--- config.mk ---
export PLATFORM = sky130hd
export DESIGN_NAME = lsu_flat
export DESIGN_NICKNAME = d
export VERILOG_FILES = /design/src/rtl/lsu_pkg.sv /design/src/rtl/lsu_if.sv /design/src/rtl/lsu_align.sv /design/src/rtl/lsu.sv /design/src/flat_wrapper.sv
export SDC_FILE = /design/constraint.sdc
export NUM_CORES = 1
export LEC_CHECK = 0
export ABC_CLOCK_PERIOD_IN_PS = 5300
export CORE_MARGIN = 2
export CORE_UTILIZATION = 55
export CTS_BUF_LIST = sky130_fd_sc_hd__clkbuf_4
export DETAILED_ROUTE_END_ITERATION = 8
export PLACE_DENSITY = 0.93
export SETUP_SLACK_MARGIN = 0.02
export SLEW_MARGIN = 40
export SYNTH_ARGS = -nofsm -noshare
export SYNTH_HDL_FRONTEND = slang
export SYNTH_SLANG_ARGS = --single-unit
--- constraint.sdc ---
create_clock -name clk -period 5.3 [get_ports clk]
set_input_delay 1.59 -clock clk [delete_from_list [all_inputs] [get_ports clk]]
set_output_delay 1.59 -clock clk [all_outputs]
set_load 0.03 [all_outputs]
--- src/rtl/lsu_pkg.sv ---
// Shared definitions for the load/store unit: RV32 width codes, FSM encoding
// and small decode helpers used by both the control path and the aligner.
package lsu_pkg;

  localparam logic [2:0] F3_B  = 3'b000;
  localparam logic [2:0] F3_H  = 3'b001;
  localparam logic [2:0] F3_W  = 3'b010;
  localparam logic [2:0] F3_BU = 3'b100;
  localparam logic [2:0] F3_HU = 3'b101;

  typedef enum logic [1:0] {
    IDLE = 2'd0,
    ACC1 = 2'd1,
    ACC2 = 2'd2,
    RESP = 2'd3
  } state_e;

  // Right-justified byte-lane mask for an access of the given width code.
  function automatic logic [3:0] size_mask(input logic [2:0] funct3);
    case (funct3)
      F3_B, F3_BU: size_mask = 4'b0001;
      F3_H, F3_HU: size_mask = 4'b0011;
      F3_W:        size_mask = 4'b1111;
      default:     size_mask = 4'b0000;
    endcase
  endfunction

  // Stores have no unsigned variants, so only B/H/W are legal for them.
  function automatic logic is_legal(input logic we, input logic [2:0] funct3);
    if (we) begin
      is_legal = (funct3 == F3_B) || (funct3 == F3_H) || (funct3 == F3_W);
    end else begin
      is_legal = (funct3 == F3_B) || (funct3 == F3_H) || (funct3 == F3_W) ||
                 (funct3 == F3_BU) || (funct3 == F3_HU);
    end
  endfunction

endpackage

--- src/rtl/lsu_if.sv ---
// Execute-stage request/response handshake plus the 4-lane data memory port.
// The slave view belongs to the LSU; the master view is the surrounding system.
interface lsu_if #(
  parameter int ADDR_W = 32,
  parameter int DATA_W = 32
);
  logic                  req_valid;
  logic                  req_ready;
  logic                  req_we;
  logic [2:0]            req_funct3;
  logic [ADDR_W-1:0]     req_addr;
  logic [DATA_W-1:0]     req_wdata;

  logic                  resp_valid;
  logic [DATA_W-1:0]     resp_rdata;
  logic                  resp_err;

  logic [ADDR_W-1:0]     daddr;
  logic [DATA_W-1:0]     dwdata;
  logic [DATA_W/8-1:0]   dwe;
  logic [DATA_W-1:0]     drdata;

  modport slave (
    input  req_valid, req_we, req_funct3, req_addr, req_wdata, drdata,
    output req_ready, resp_valid, resp_rdata, resp_err, daddr, dwdata, dwe
  );

  modport master (
    output req_valid, req_we, req_funct3, req_addr, req_wdata, drdata,
    input  req_ready, resp_valid, resp_rdata, resp_err, daddr, dwdata, dwe
  );
endinterface

--- src/rtl/lsu_align.sv ---
// Combinational lane steering: store lane mask / data image across two words,
// and load extraction with sign or zero extension from the {hi,lo} pair.
module lsu_align
  import lsu_pkg::*;
(
  input  logic [1:0]  off_i,
  input  logic [2:0]  funct3_i,
  input  logic [31:0] wdata_i,
  input  logic [31:0] lo_i,
  input  logic [31:0] hi_i,
  output logic [7:0]  lane_mask_o,
  output logic [63:0] store_img_o,
  output logic        split_o,
  output logic [31:0] load_o
);

  logic [5:0]  bit_off;
  logic [31:0] win;

  assign bit_off     = {1'b0, off_i, 3'b000};
  assign lane_mask_o = {4'b0000, size_mask(funct3_i)} << off_i;
  assign store_img_o = {32'h0, wdata_i} << bit_off;
  // Any lane landing in the upper word means a second memory access.
  assign split_o     = |lane_mask_o[7:4];
  assign win         = 32'({hi_i, lo_i} >> bit_off);

  always_comb begin
    load_o = '0;
    case (funct3_i)
      F3_B:    load_o = {{24{win[7]}}, win[7:0]};
      F3_H:    load_o = {{16{win[15]}}, win[15:0]};
      F3_W:    load_o = win;
      F3_BU:   load_o = {24'h0, win[7:0]};
      F3_HU:   load_o = {16'h0, win[15:0]};
      default: load_o = '0;
    endcase
  end

endmodule

--- src/rtl/lsu.sv ---
// Load/store unit: accepts one request at a time, performs one or two word
// accesses on the data port, then pulses a single-cycle response.
module lsu
  import lsu_pkg::*;
#(
  parameter int ADDR_W = 32,
  parameter int DATA_W = 32   // fixed at 32: four byte lanes
) (
  input logic clk,
  input logic reset,
  lsu_if.slave bus
);

  state_e            state_q, state_d;
  logic [ADDR_W-1:0] addr_q, addr_d;
  logic [2:0]        funct3_q, funct3_d;
  logic              we_q, we_d;
  logic [DATA_W-1:0] wdata_q, wdata_d;
  logic              err_q, err_d;
  logic [DATA_W-1:0] lo_q, lo_d;
  logic [DATA_W-1:0] hi_q, hi_d;

  logic [7:0]        lane_mask;
  logic [63:0]       store_img;
  logic              split;
  logic [31:0]       load_data;
  logic [ADDR_W-1:0] word_addr;
  logic [3:0]        lane_sel;
  logic [3:0]        dwe_lane;
  logic              legal;

  lsu_align u_align (
    .off_i       (addr_q[1:0]),
    .funct3_i    (funct3_q),
    .wdata_i     (wdata_q),
    .lo_i        (lo_q),
    .hi_i        (hi_q),
    .lane_mask_o (lane_mask),
    .store_img_o (store_img),
    .split_o     (split),
    .load_o      (load_data)
  );

  assign word_addr = {addr_q[ADDR_W-1:2], 2'b00};
  assign legal     = is_legal(bus.req_we, bus.req_funct3);

  always_ff @(posedge clk) begin
    if (reset) begin
      state_q  <= IDLE;
      addr_q   <= '0;
      funct3_q <= '0;
      we_q     <= 1'b0;
      wdata_q  <= '0;
      err_q    <= 1'b0;
      lo_q     <= '0;
      hi_q     <= '0;
    end else begin
      state_q  <= state_d;
      addr_q   <= addr_d;
      funct3_q <= funct3_d;
      we_q     <= we_d;
      wdata_q  <= wdata_d;
      err_q    <= err_d;
      lo_q     <= lo_d;
      hi_q     <= hi_d;
    end
  end

  always_comb begin
    state_d  = state_q;
    addr_d   = addr_q;
    funct3_d = funct3_q;
    we_d     = we_q;
    wdata_d  = wdata_q;
    err_d    = err_q;
    lo_d     = lo_q;
    hi_d     = hi_q;
    case (state_q)
      IDLE: begin
        if (bus.req_valid) begin
          addr_d   = bus.req_addr;
          funct3_d = bus.req_funct3;
          we_d     = bus.req_we;
          wdata_d  = bus.req_wdata;
          err_d    = ~legal;
          // Clearing hi here makes a non-split load see zeros above lo.
          lo_d     = '0;
          hi_d     = '0;
          state_d  = legal ? ACC1 : RESP;
        end
      end
      ACC1: begin
        lo_d    = bus.drdata;
        state_d = split ? ACC2 : RESP;
      end
      ACC2: begin
        hi_d    = bus.drdata;
        state_d = RESP;
      end
      RESP: begin
        state_d = IDLE;
      end
      default: state_d = IDLE;
    endcase
  end

  always_comb begin
    bus.req_ready  = 1'b0;
    bus.resp_valid = 1'b0;
    bus.resp_err   = 1'b0;
    bus.resp_rdata = '0;
    bus.daddr      = '0;
    bus.dwdata     = '0;
    lane_sel       = 4'b0000;
    case (state_q)
      IDLE: bus.req_ready = 1'b1;
      ACC1: begin
        bus.daddr  = word_addr;
        bus.dwdata = store_img[31:0];
        lane_sel   = lane_mask[3:0];
      end
      ACC2: begin
        bus.daddr  = word_addr + ADDR_W'(4);
        bus.dwdata = store_img[63:32];
        lane_sel   = lane_mask[7:4];
      end
      RESP: begin
        bus.resp_valid = 1'b1;
        bus.resp_err   = err_q;
        bus.resp_rdata = (we_q || err_q) ? '0 : load_data;
      end
      default: ;
    endcase
  end

  // Write enables are masked by reset so an interrupted access cannot land.
  for (genvar gi = 0; gi < 4; gi++) begin : g_lane
    assign dwe_lane[gi] = we_q & lane_sel[gi] & ~reset;
  end
  assign bus.dwe = dwe_lane;

endmodule
--- src/flat_wrapper.sv ---
// flat-port wrapper written by rule: the top's interface ports become plain ports
module lsu_flat import lsu_pkg::*;
#(
  parameter int ADDR_W = 32,
  parameter int DATA_W = 32                                  
)
  (clk, reset, bus_req_valid, bus_req_we, bus_req_funct3, bus_req_addr, bus_req_wdata, bus_drdata, bus_req_ready, bus_resp_valid, bus_resp_rdata, bus_resp_err, bus_daddr, bus_dwdata, bus_dwe);
  lsu_if #(.ADDR_W(ADDR_W), .DATA_W(DATA_W)) bus_i ();
  input logic clk;
  input logic reset;
  input wire logic [$bits(bus_i.req_valid)-1:0] bus_req_valid;
  input wire logic [$bits(bus_i.req_we)-1:0] bus_req_we;
  input wire logic [$bits(bus_i.req_funct3)-1:0] bus_req_funct3;
  input wire logic [$bits(bus_i.req_addr)-1:0] bus_req_addr;
  input wire logic [$bits(bus_i.req_wdata)-1:0] bus_req_wdata;
  input wire logic [$bits(bus_i.drdata)-1:0] bus_drdata;
  output wire logic [$bits(bus_i.req_ready)-1:0] bus_req_ready;
  output wire logic [$bits(bus_i.resp_valid)-1:0] bus_resp_valid;
  output wire logic [$bits(bus_i.resp_rdata)-1:0] bus_resp_rdata;
  output wire logic [$bits(bus_i.resp_err)-1:0] bus_resp_err;
  output wire logic [$bits(bus_i.daddr)-1:0] bus_daddr;
  output wire logic [$bits(bus_i.dwdata)-1:0] bus_dwdata;
  output wire logic [$bits(bus_i.dwe)-1:0] bus_dwe;
  assign bus_i.req_valid = bus_req_valid;
  assign bus_i.req_we = bus_req_we;
  assign bus_i.req_funct3 = bus_req_funct3;
  assign bus_i.req_addr = bus_req_addr;
  assign bus_i.req_wdata = bus_req_wdata;
  assign bus_i.drdata = bus_drdata;
  assign bus_req_ready = bus_i.req_ready;
  assign bus_resp_valid = bus_i.resp_valid;
  assign bus_resp_rdata = bus_i.resp_rdata;
  assign bus_resp_err = bus_i.resp_err;
  assign bus_daddr = bus_i.daddr;
  assign bus_dwdata = bus_i.dwdata;
  assign bus_dwe = bus_i.dwe;
  lsu #(.ADDR_W(ADDR_W), .DATA_W(DATA_W)) u_core (.clk(clk), .reset(reset), .bus(bus_i));
endmodule
# Word-level counts from Yosys, hierarchy flattened
# Cells that the tools add are included.
# word_totals
regBits	135
inputBits	103
out_inout_bits	103
wordCells	68
# op_classes
add_sub_neg	1
eq_ne	12
shifts	3
mux	18
n_bitwise	10
n_reduce_logical	16
# ops
operator	count
$pmux 32 s2	4
$pmux 32 s5	1
$mux 32	3
$shl 32x5->64	1
$shr 64x5->32	1
$add 32x3->32 const B	1
$eq 3x3->1 const B	4
$pmux 4 s3	1
$and 1x1->1	8
$pmux 2 s4	1
$pmux 4 s2	1
$shl 4x2->8	1
$eq 3x1->1 const B	2
$eq 3x2->1 const B	2
$logic_not 3->1	2
$reduce_and 2->1	3
$logic_or 1x1->1	5
$mux 1	5
$eq 2x2->1 const B	2
$mux 2	2
$reduce_bool 2->1	2
$reduce_or 2->1	2
$reduce_or 4->1	1
$eq 2x1->1 const B	1
other kinds (3)	4

# Logic depth before layout (Yosys ltp)
# Gate-level depths: netlist of run 1.
# logic_depth
depth_word	9
mapped_depth	9

# By module
# Synthesis of run 1 repeated with hierarchy kept, for this count alone.
# hier_totals
hier_cells	1119
hier_area_um2	8582.0
# by_module_without_submodules
mod	instances	cells_per_inst	area_per_inst_um2	seq_area_each_um2
lsu	1	834	6377.4	2702.6
lsu_align	1	285	2204.6	0.0

# Worst setup path after synthesis of run 1
# No wires, ideal clock.
# synth_path
kind	in2out
startpoint	input reset
endpoint	output bus_dwe[3]
arrival_time_ns	2.484
required_ns	3.710
path_slack_ns	1.226
stages	2
path_cell_list	nand3b_1 -> nor3_1
# synth_via
elab_chain_len	2
# synth_rtl
element	line_no	text
from (decl)	flat_wrapper.sv:10	input logic reset;
$not 1->1	lsu.sv:138	assign dwe_lane[gi] = we_q & lane_sel[gi] & ~reset;
$and 1x1->1	lsu.sv:138	
to (decl)	flat_wrapper.sv:23	output wire logic [$bits(bus_i.dwe)-1:0] bus_dwe;
# Every way passes these cells.

# Final worst setup path of run 1
# layout_path
startpoint	register u_core.addr_q[1]
endpoint	output bus_resp_rdata[10]
# layout_via
elab_chain_len	4
# layout_rtl
element	line_no	text
from (decl)	lsu.sv:15	logic [ADDR_W-1:0] addr_q, addr_d;
from (signal assigned)	lsu.sv:59	addr_q <= addr_d;
$shr 64x5->32	lsu_align.sv:25	assign win = 32'({hi_i, lo_i} >> bit_off);
$pmux 32 s5	lsu_align.sv:29	case (funct3_i)
$mux 32	lsu.sv:130	bus.resp_rdata = (we_q || err_q) ? '0 : load_data;
$mux 32	lsu.sv:115	case (state_q)
to (decl)	flat_wrapper.sv:19	output wire logic [$bits(bus_i.resp_rdata)-1:0] bus_resp_rdata;
# Every way passes these cells.

==> impl_metrics.json, run 1 <==
{
  "setup_violations": 0,
  "detailedPlacementHpwl_um": 16540,
  "first_iter_violations": 1050,
  "path_cells": "mux2_2, mux2i_1, or4_1, a21oi_1, clkdlybuf4s50_1",
  "stdcell_area_mm2": 0.01010,
  "cts_tree": "done",
  "clock_skew_ns": 0.01351,
  "syn_inst": 985,
  "holdPathEnd": "u_core.we_q",
  "cpMaxStageDelayCell": "dfxtp_2",
  "crit_fanout": 36,
  "cts.clk_slew.worst_paths_ns": 0.12,
  "ff2ff_setup_slack_ns": 3.02,
  "final_cells": 1313,
  "die_h_um": 123.2,
  "grt_usage_pct": 31.85,
  "initial_core_util_pct": 56.29,
  "fin_tns_setup_ns": 0,
  "ys_warn_count": 0,
  "cts_setup_buffers": 0,
  "synth_area_mm2": 0.007814,
  "min-delay-start": "u_core.we_q",
  "layout.nets": 1227,
  "coreArea_mm2": 0.01388,
  "synth_ff_type": "dfxtp_1",
  "setup_ws_ns": 0.3052,
  "grt_max_degree": 67,
  "timing.fmax_mhz": 200.2,
  "max_cap_violations": 0,
  "ir_drop_mv": 0.2836,
  "post_cts_resize_count": 0,
  "hold_buffers": 0,
  "final_common_cell": "clkdlybuf4s50_1",
  "syn_to_final_growth_pct": 29.29,
  "antenna_found_initial": 1,
  "drive_gt1_share_pct": 9.099,
  "fin_crit_ns": 4.995,
  "hold_class": "reg2reg",
  "maxSlewViolCount": 0,
  "final_cell_mix": "202 x clkdlybuf4s50_1, 191 x nand2_1, 125 x dfxtp_1, 103 x a21oi_1, 102 x nor2_1",
  "finalCritPeriodShare_pct": 94.24,
  "grt_overflow": 0,
  "cts_root_buf": "clkbuf_4",
  "hold_viol": 0,
  "slowest_delay_ns": 0.84,
  "gp_congestion": 0.9167,
  "portBuffers": 203,
  "crit_type": "reg2out",
  "relSlewSlack_pct": 45.30,
  "placed_area_mm2": 0.009758,
  "crit_arrival_ns": 3.40,
  "avgSynthCellArea_um2": 7.933,
  "final_antenna_net_count": 0,
  "tightest_slew_ns": 0.8205,
  "wirelength_um": 24600,
  "cts_made_buffers": 17,
  "ios": 206,
  "viasPerCell": 6.404,
  "ys_seq_elements": 127,
  "grt_pass1_wl_um": 38120,
  "dp.cells": 1280,
  "std_cell_rows": 43,
  "async_flop_share_pct": 0,
  "finalPower_mw": 3.841,
  "grt_pass1_vias": 7580,
  "clock-sinks": 127,
  "pre_cts_ws_ns": 0.6602,
  "end_kind": "primary output",
  "required_ns": 3.71,
  "h-tree-depth": 4,
  "rsz0062_at_grt": "false",
  "whs_path_depth": 2,
  "power_density_mw_per_mm2": 380.2,
  "drc": 0,
  "r2r-start": "u_core.state_q[0]",
  "clock_latency_ns": 0.58,
  "die_w_um": 123.2,
  "yosysSeqAreaShare_pct": 32.54,
  "num_vias": 8408,
  "firstDrtPassIters": 6,
  "die_area_mm2": 0.01518,
  "synth_edf_count": 0,
  "clk_path_buf_depth": 2,
  "start_kind": "flop",
  "startpoint": "u_core.addr_q[1]",
  "worstRegToRegCells": 6,
  "synth.distinct_cells": 59,
  "worst_r2r_endpoint": "u_core.wdata_q[4]",
  "p_leak_nw": 3.324,
  "routedWlPerCell_um": 18.73,
  "status": "complete, no violations"
}
-- registers in the layout, indices dropped and copies added (netlist names) --
name and count:
u_core.wdata_q 32, u_core.lo_q 32, u_core.addr_q 32, u_core.funct3_q 3, u_core.we_q 1, u_core.hi_q 24, u_core.state_q 2, u_core.err_q 1
-- kinds of logic (layout without fill, tap and decap cells) --
| family | count (synthesis) | in the layout | share of synthesized area, % |
|---|---|---|---|
| buffers and inverters | 114 | 260 | 6.437 |
| AND/OR/NAND/NOR | 383 | 383 | 21.63 |
| multiplexers | 69 | 69 | 13.51 |
| adder cells (fa/ha/maj) | 5 | 5 | 0.8006 |
| flip-flops | 127 | 127 | 32.54 |
| AO/OA/AOI/OAI | 286 | 286 | 25.03 |
| other | 1 | 3 | 0.04799 |
-- worst max-delay path, delay by kind of cell (launching register included) --
kind                   cells  cell delay, ns
DFF                        1            0.84
AOI/OAI and AO/OA          1            0.24
buffers and inverters      1            0.69
and+or+nand+nor            1            0.63
muxes                      2            0.42
-- cells in the mapped netlist, drive strengths merged (8+ instances only) --
cell type  count  area (um^2)
buf           48        255.2
a22oi         17        127.6
a211oi         9        67.56
inv            9        33.78
nand2        192        720.7
a22o          16        140.1
nor2         103        389.1
nor2b         13        81.33
mux2          12        135.1
a31oi         12        75.07
dfxtp        127         2542
mux2i         29        290.3
o311ai         8        70.07
mux4          28        630.6
o21ai         27        135.1
a21oi        103        515.5
nand3         13        65.06
o22a           8        70.07
clkbuf        57        214.0
and2          14        87.59
nand4         10        83.83
a32oi         50        437.9
-- per-stage QoR --
| stage | hold WS [ns] | utilization (%) |
|---|---|---|
| finish | 0.4935 | 72.78 |
| global route | 0.5124 | 72.78 |
| CTS | 0.4911 | 72.72 |
| detailed placement | 0.4722 | 70.30 |
| global placement | 0.4606 | 70.30 |
| floorplan | 0.4451 | - |
-- how the worst max path moves through the flow --
stage                     depth (start not counted)            endpoint  slack [ns]
after detailed placement                          4          bus_dwe[3]        0.66
after global placement                            4          bus_dwe[3]        0.67
after global routing                              6       bus_daddr[26]        0.08
after floorplan                                   2          bus_dwe[3]        1.23
after CTS                                         7          bus_dwe[0]        0.18
final                                             5  bus_resp_rdata[10]        0.31
-- cell type report --
type,instances,area [um^2]
Fill cell,1080,3779
Sequential cell,127,2547
Clock buffer,17,127.6
Timing Repair Buffer,219,2162
Clock inverter,15,209.0
Multi-Input combinational cell,745,4795
Inverter,9,33.78
Tap cell,180,225.2
Antenna cell,1,2.502
-- metal layers --
metal  up-vias  track usage (%)  part of all wire (%)
li1       3871                -                     -
met5         -                0                     0
met4         0            14.06                   3.3
met3        67            6.273                   9.5
met2       550            51.51                    47
met1      3920            41.27                    40
-- power by group --
group	leakage (nW)	switching (mW)	internal, mW
Combinational	2.12	1.11	0.611
Clock	0.169	0.407	0.379
Sequential	1.04	0.219	1.12
Note: power is estimated with default switching activity, not from simulation.
==> inputs of run 2 (changes only) <==
--- a/config.mk
+++ b/config.mk
@@ -12,7 +12,6 @@
 export DETAILED_ROUTE_END_ITERATION = 8
 export PLACE_DENSITY = 0.93
 export SETUP_SLACK_MARGIN = 0.02
-export SLEW_MARGIN = 40
 export SYNTH_ARGS = -nofsm -noshare
 export SYNTH_HDL_FRONTEND = slang
 export SYNTH_SLANG_ARGS = --single-unit
==> impl_metrics.json, run 2 (synthesis gave the netlist of run 1 again) <==
{
  "wirelength_um": 24580,
  "tightest_slew_ns": 1.018,
  "end_kind": "primary output",
  "std_cell_rows": 43,
  "cts_setup_buffers": 0,
  "maxSlewViolCount": 0,
  "ff2ff_setup_slack_ns": 3.01,
  "initial_core_util_pct": 56.29,
  "fin_util_pct": 72.78,
  "crit_arrival_ns": 3.42,
  "start_kind": "flop",
  "syn_to_final_growth_pct": 29.29,
  "grt_max_degree": 67,
  "hold_class": "reg2reg",
  "hold_viol": 0,
  "grt_pass1_wl_um": 38120,
  "ir_drop_mv": 0.2832,
  "finalCritPeriodShare_pct": 94.62,
  "clk_path_buf_depth": 2,
  "slowest_delay_ns": 0.84,
  "die_area_mm2": 0.01518,
  "die_w_um": 123.2,
  "pre_cts_ws_ns": 0.6608,
  "first_iter_violations": 1050,
  "relSlewSlack_pct": 32.09,
  "reg.largest.list": "u_core.addr_q (32), u_core.lo_q (32), u_core.wdata_q (32)",
  "path_cells": "mux2_2, mux2i_1, or4_1, a21oi_1, clkdlybuf4s50_1",
  "finalPower_mw": 3.844,
  "cts.clk_slew.worst_paths_ns": 0.12,
  "p_leak_nw": 3.324,
  "power_density_mw_per_mm2": 380.5,
  "viasPerCell": 6.382,
  "final_antenna_net_count": 0,
  "ios": 206,
  "cts_root_buf": "clkbuf_4",
  "coreArea_mm2": 0.01388,
  "firstDrtPassIters": 8,
  "antenna_found_initial": 1,
  "cpMaxStageDelayCell": "dfxtp_2",
  "cts_made_buffers": 17,
  "grt_pass1_vias": 7580,
  "h-tree-depth": 4,
  "final_common_cell": "clkdlybuf4s50_1",
  "setup_violations": 0,
  "final_cell_mix": "202 x clkdlybuf4s50_1, 191 x nand2_1, 125 x dfxtp_1, 103 x a21oi_1, 102 x nor2_1",
  "max_cap_violations": 0,
  "die_h_um": 123.2,
  "timing.fmax_mhz": 199.4,
  "portBuffers": 203,
  "status": "complete, no violations",
  "detailedPlacementHpwl_um": 16540,
  "crit_fanout": 36,
  "cts_tree": "done",
  "grt_overflow": 0,
  "clock_latency_ns": 0.59,
  "crit_type": "reg2out",
  "required_ns": 3.71,
  "drive_gt1_share_pct": 9.011,
  "hold_buffers": 0,
  "grt_usage_pct": 31.85,
  "post_cts_resize_count": 0,
  "fin_tns_setup_ns": 0,
  "fin_crit_ns": 5.015,
  "clock_skew_ns": 0.01258,
  "routedWlPerCell_um": 18.72,
  "num_vias": 8380,
  "clock-sinks": 127,
  "rsz0062_at_grt": "false",
  "gp_congestion": 0.9167,
  "layout.nets": 1227,
  "setup_ws_ns": 0.2853,
  "drc": 0
}
## run 2: changes by cell type in the layout (fill, tap and decap cells not counted)
| cell | change |
|---|---|
| inv_1 | +1 |
| inv_2 | -1 |
## run 2: worst max-delay path: cells and delay by family, from the launching register on
kind | cells | cell delay (ns)
buffers and inverters | 1 | 0.70
and+or+nand+nor | 1 | 0.63
muxes | 2 | 0.42
AOI/OAI and AO/OA | 1 | 0.25
DFF | 1 | 0.84
## run 2: area by class of cell
cell class                      count  area [um^2]
Sequential cell                   127         2547
Fill cell                        1080         3779
Antenna cell                        1        2.502
Inverter                            9        33.78
Clock buffer                       17        127.6
Clock inverter                     15        209.0
Tap cell                          180        225.2
Multi-Input combinational cell    745         4795
Timing Repair Buffer              219         2162
## run 2: per-layer routing
| layer | part of all wire, % | track usage (%) | wire, um |
|---|---|---|---|
| met5 | 0 | 0 | 0 |
| met2 | 47 | 51.51 | 11620 |
| met3 | 9.2 | 6.273 | 2262 |
| met1 | 40 | 41.27 | 9879 |
| met4 | 3.3 | 14.06 | 818 |
## run 2: worst paths after layout
| path | cells past startpoint | endpoint | start |
|---|---|---|---|
| max reg2reg | 6 | u_core.wdata_q[4] | u_core.state_q[0] |
| max | 5 | bus_resp_rdata[10] | u_core.addr_q[1] |
| min reg2reg | 2 | u_core.we_q | u_core.we_q |
| min | 2 | u_core.we_q | u_core.we_q |
## run 2: stage by stage
| step | hold slack [ns] | area (um^2) | std cells |
|---|---|---|---|
| global route | 0.5124 | 10100 | 1313 |
| CTS | 0.4911 | 10090 | 1312 |
| finish | 0.4939 | 10100 | 1313 |
| detailed placement | 0.4722 | 9758 | 1280 |
| global placement | 0.4606 | 9758 | 1280 |
| floorplan | 0.4451 | 7818 | 986 |
## run 2: report_power, final
group | internal (mW) | total, mW | switching (mW)
combinational | 0.610 | 1.71 | 1.11
sequential | 1.12 | 1.34 | 0.218
clock | 0.379 | 0.792 | 0.413
==> inputs of run 3 (changes only) <==
--- a/config.mk
+++ b/config.mk
@@ -5,12 +5,13 @@
 export SDC_FILE = /design/constraint.sdc
 export NUM_CORES = 1
 export LEC_CHECK = 0
+export ABC_AREA = 1
 export ABC_CLOCK_PERIOD_IN_PS = 5300
 export CORE_MARGIN = 2
 export CORE_UTILIZATION = 55
 export CTS_BUF_LIST = sky130_fd_sc_hd__clkbuf_4
 export DETAILED_ROUTE_END_ITERATION = 8
-export PLACE_DENSITY = 0.93
+export PLACE_DENSITY = 0.92
 export SETUP_SLACK_MARGIN = 0.02
 export SYNTH_ARGS = -nofsm -noshare
 export SYNTH_HDL_FRONTEND = slang
==> impl_metrics.json, run 3 <==
{
  "worst_r2r_endpoint": "u_core.lo_q[25]",
  "wl_met3_um": 2655,
  "die_h_um": 125.5,
  "coreArea_mm2": 0.01448,
  "clock_latency_ns": 0.57,
  "routedWlPerCell_um": 15.86,
  "worstRegToRegCells": 7,
  "hold_viol": 0,
  "tightest_slew_ns": 0.9768,
  "syn_inst": 1394,
  "h-tree-depth": 4,
  "timing.fmax_mhz": 200.7,
  "clock_skew_ns": 0.01071,
  "num_vias": 9940,
  "finalPower_mw": 4.067,
  "portBuffers": 203,
  "wl_met2_um": 12760,
  "gp_congestion": 0.9688,
  "initial_core_util_pct": 56.12,
  "ios": 206,
  "avgSynthCellArea_um2": 5.829,
  "async_flop_share_pct": 0,
  "final_common_cell": "nand2_1",
  "synth_area_mm2": 0.008125,
  "setup_violations": 0,
  "power_density_mw_per_mm2": 392.3,
  "reg.largest.list": "u_core.addr_q (32), u_core.lo_q (32), u_core.wdata_q (32)",
  "synth.distinct_cells": 32,
  "fin_tns_setup_ns": 0,
  "ir_drop_mv": 0.2971,
  "viasPerCell": 5.726,
  "detailedPlacementHpwl_um": 19390,
  "finalCritPeriodShare_pct": 94.00,
  "ys_top_cells_by_area": "dfxtp_1 31%, nand2_1 19%, a21oi_1 10%",
  "cts_root_buf": "clkbuf_4",
  "holdWs_ns": 0.4700,
  "ff2ff_setup_slack_ns": 2.79,
  "final_cell_mix": "401 x nand2_1, 198 x clkdlybuf4s50_1, 162 x a21oi_1, 145 x o21ai_0, 136 x nor2_1",
  "crit_type": "reg2out",
  "syn_to_final_growth_pct": 27.58,
  "grt_pass1_vias": 8837,
  "start_kind": "flop",
  "holdPathEnd": "u_core.hi_q[5]",
  "relSlewSlack_pct": 34.88,
  "r2r-start": "u_core.state_q[0]",
  "rsz0062_at_grt": "false",
  "yosysSeqAreaShare_pct": 31.29,
  "die_w_um": 125.5,
  "status": "complete, no violations",
  "cts.clk_slew.worst_paths_ns": 0.10,
  "hold_buffers": 0,
  "met1Wirelength_um": 10800,
  "clk_path_buf_depth": 2,
  "synth_ff_type": "dfxtp_1",
  "grt_usage_pct": 34.18,
  "die_area_mm2": 0.01576,
  "final_antenna_net_count": 0,
  "topRoutingLayerUsed": "met4",
  "p_leak_nw": 3.973,
  "required_ns": 3.71,
  "hold_class": "reg2reg",
  "drive_gt1_share_pct": 4.707,
  "min-delay-start": "u_core.hi_q[5]",
  "clock-sinks": 127,
  "max_cap_violations": 0,
  "firstDrtPassIters": 6,
  "grt_max_degree": 74,
  "crit_fanout": 38,
  "synth.most_common_cell": "nand2_1",
  "cts_tree": "done",
  "layout.nets": 1646,
  "maxSlewViolCount": 0,
  "ys_warn_count": 0,
  "antenna_found_initial": 1,
  "std_cell_rows": 44,
  "crit_arrival_ns": 3.39,
  "whs_path_depth": 2,
  "ys_top_cells_by_count": "402 x nand2_1, 162 x a21oi_1, 145 x o21ai_0, 136 x nor2_1, 127 x dfxtp_1",
  "grt_overflow": 0,
  "wirelength_um": 27530,
  "fin_crit_ns": 4.982,
  "cts_made_buffers": 17,
  "first_iter_violations": 1187,
  "grt_pass1_wl_um": 43650,
  "end_kind": "primary output",
  "ys_seq_elements": 127,
  "synth_edf_count": 0,
  "synth_top_area_share_pct": 31.29,
  "synth_top_area_cell": "dfxtp_1",
  "drc": 0,
  "cts_setup_buffers": 0
}
run 3: changes by cell type after synthesis, sizes merged, moves of 17 or more:
cell	change
a21oi	+60
a22oi	-17
a32oi	-50
inv	+114
mux2i	-29
mux4	-28
nand2	+211
nand3	+116
nor2	+37
o21ai	+143
run 3: cells by family (layout without fill, tap and decap cells):
kind of cell	after synthesis	count (layout)	share of synthesized area, %
buffers and inverters	222	378	11.27
flip-flops	127	127	31.29
AO/OA/AOI/OAI	351	351	22.02
adder cells (fa/ha/maj)	5	5	0.7699
other	1	3	0.04615
XOR/XNOR	1	1	0.1078
AND/OR/NAND/NOR	687	687	34.49
run 3: what timing repair did:
action	4_1_cts	5_1_grt
endpoints found under the setup margin	0	16
hold endpoints to repair	0	0
gates resized for setup	0	1
run 3: layout make-up:
| class | instances | area [um^2] |
|---|---|---|
| fillers | 1267 | 4113 |
| multi-input cells | 1046 | 4673 |
| inverters | 126 | 473.0 |
| diodes | 1 | 2.502 |
| flip-flops and latches | 127 | 2545 |
| repair buffers | 220 | 2148 |
| clock buffers | 20 | 150.1 |
| well taps | 184 | 230.2 |
| clock inverters | 12 | 143.9 |
run 3: worst max-delay path by stage:
| stage | startpoint | end | slack (ns) | cells after the start |
|---|---|---|---|---|
| final | u_core.addr_q[0] | bus_dwdata[25] | 0.32 | 6 |
| after detailed placement | u_core.addr_q[0] | bus_resp_rdata[21] | 0.79 | 8 |
| after global placement | u_core.addr_q[0] | bus_resp_rdata[19] | 0.90 | 8 |
| after floorplan | reset | bus_dwe[3] | 0.96 | 7 |
| after CTS | u_core.addr_q[0] | bus_resp_rdata[21] | 0.18 | 8 |
| after global routing | u_core.addr_q[0] | bus_resp_rdata[26] | 0.04 | 8 |
run 3: per-stage QoR:
stage	std cells	setup slack [ns]	util (%)	instance area (um^2)
2_1_floorplan	1395	0.9586	-	8129
3_3_place_gp	1703	0.8966	69.52	10070
3_5_place_dp	1703	0.7872	69.52	10070
4_1_cts	1735	0.1825	71.55	10360
5_1_grt	1736	0.04308	71.60	10370
6_report	1736	0.3179	71.60	10370
run 3: report_power, final:
group	internal [mW]	total (mW)	leakage [nW]	switching (mW)
Combinational	0.621	1.97	2.78	1.35
Sequential	1.16	1.38	1.04	0.218
Clock	0.337	0.713	0.154	0.376
run 3: routing by layer:
layer / global-route usage, % / vias to the layer above
met3: 6.975 / 115
met5: 0 / -
met2: 55.33 / 577
met1: 43.09 / 4445
met4: 17.65 / 0
li1: - / 4803
run 3: worst max-delay path, cell delays in order, from the launching register on:
cell             delay (ns)
dfxtp_2                0.80
inv_2                  0.39
buf_4                  0.32
o21ai_0                0.23
o21ai_0                0.10
a31oi_1                0.26
clkdlybuf4s50_1        0.73
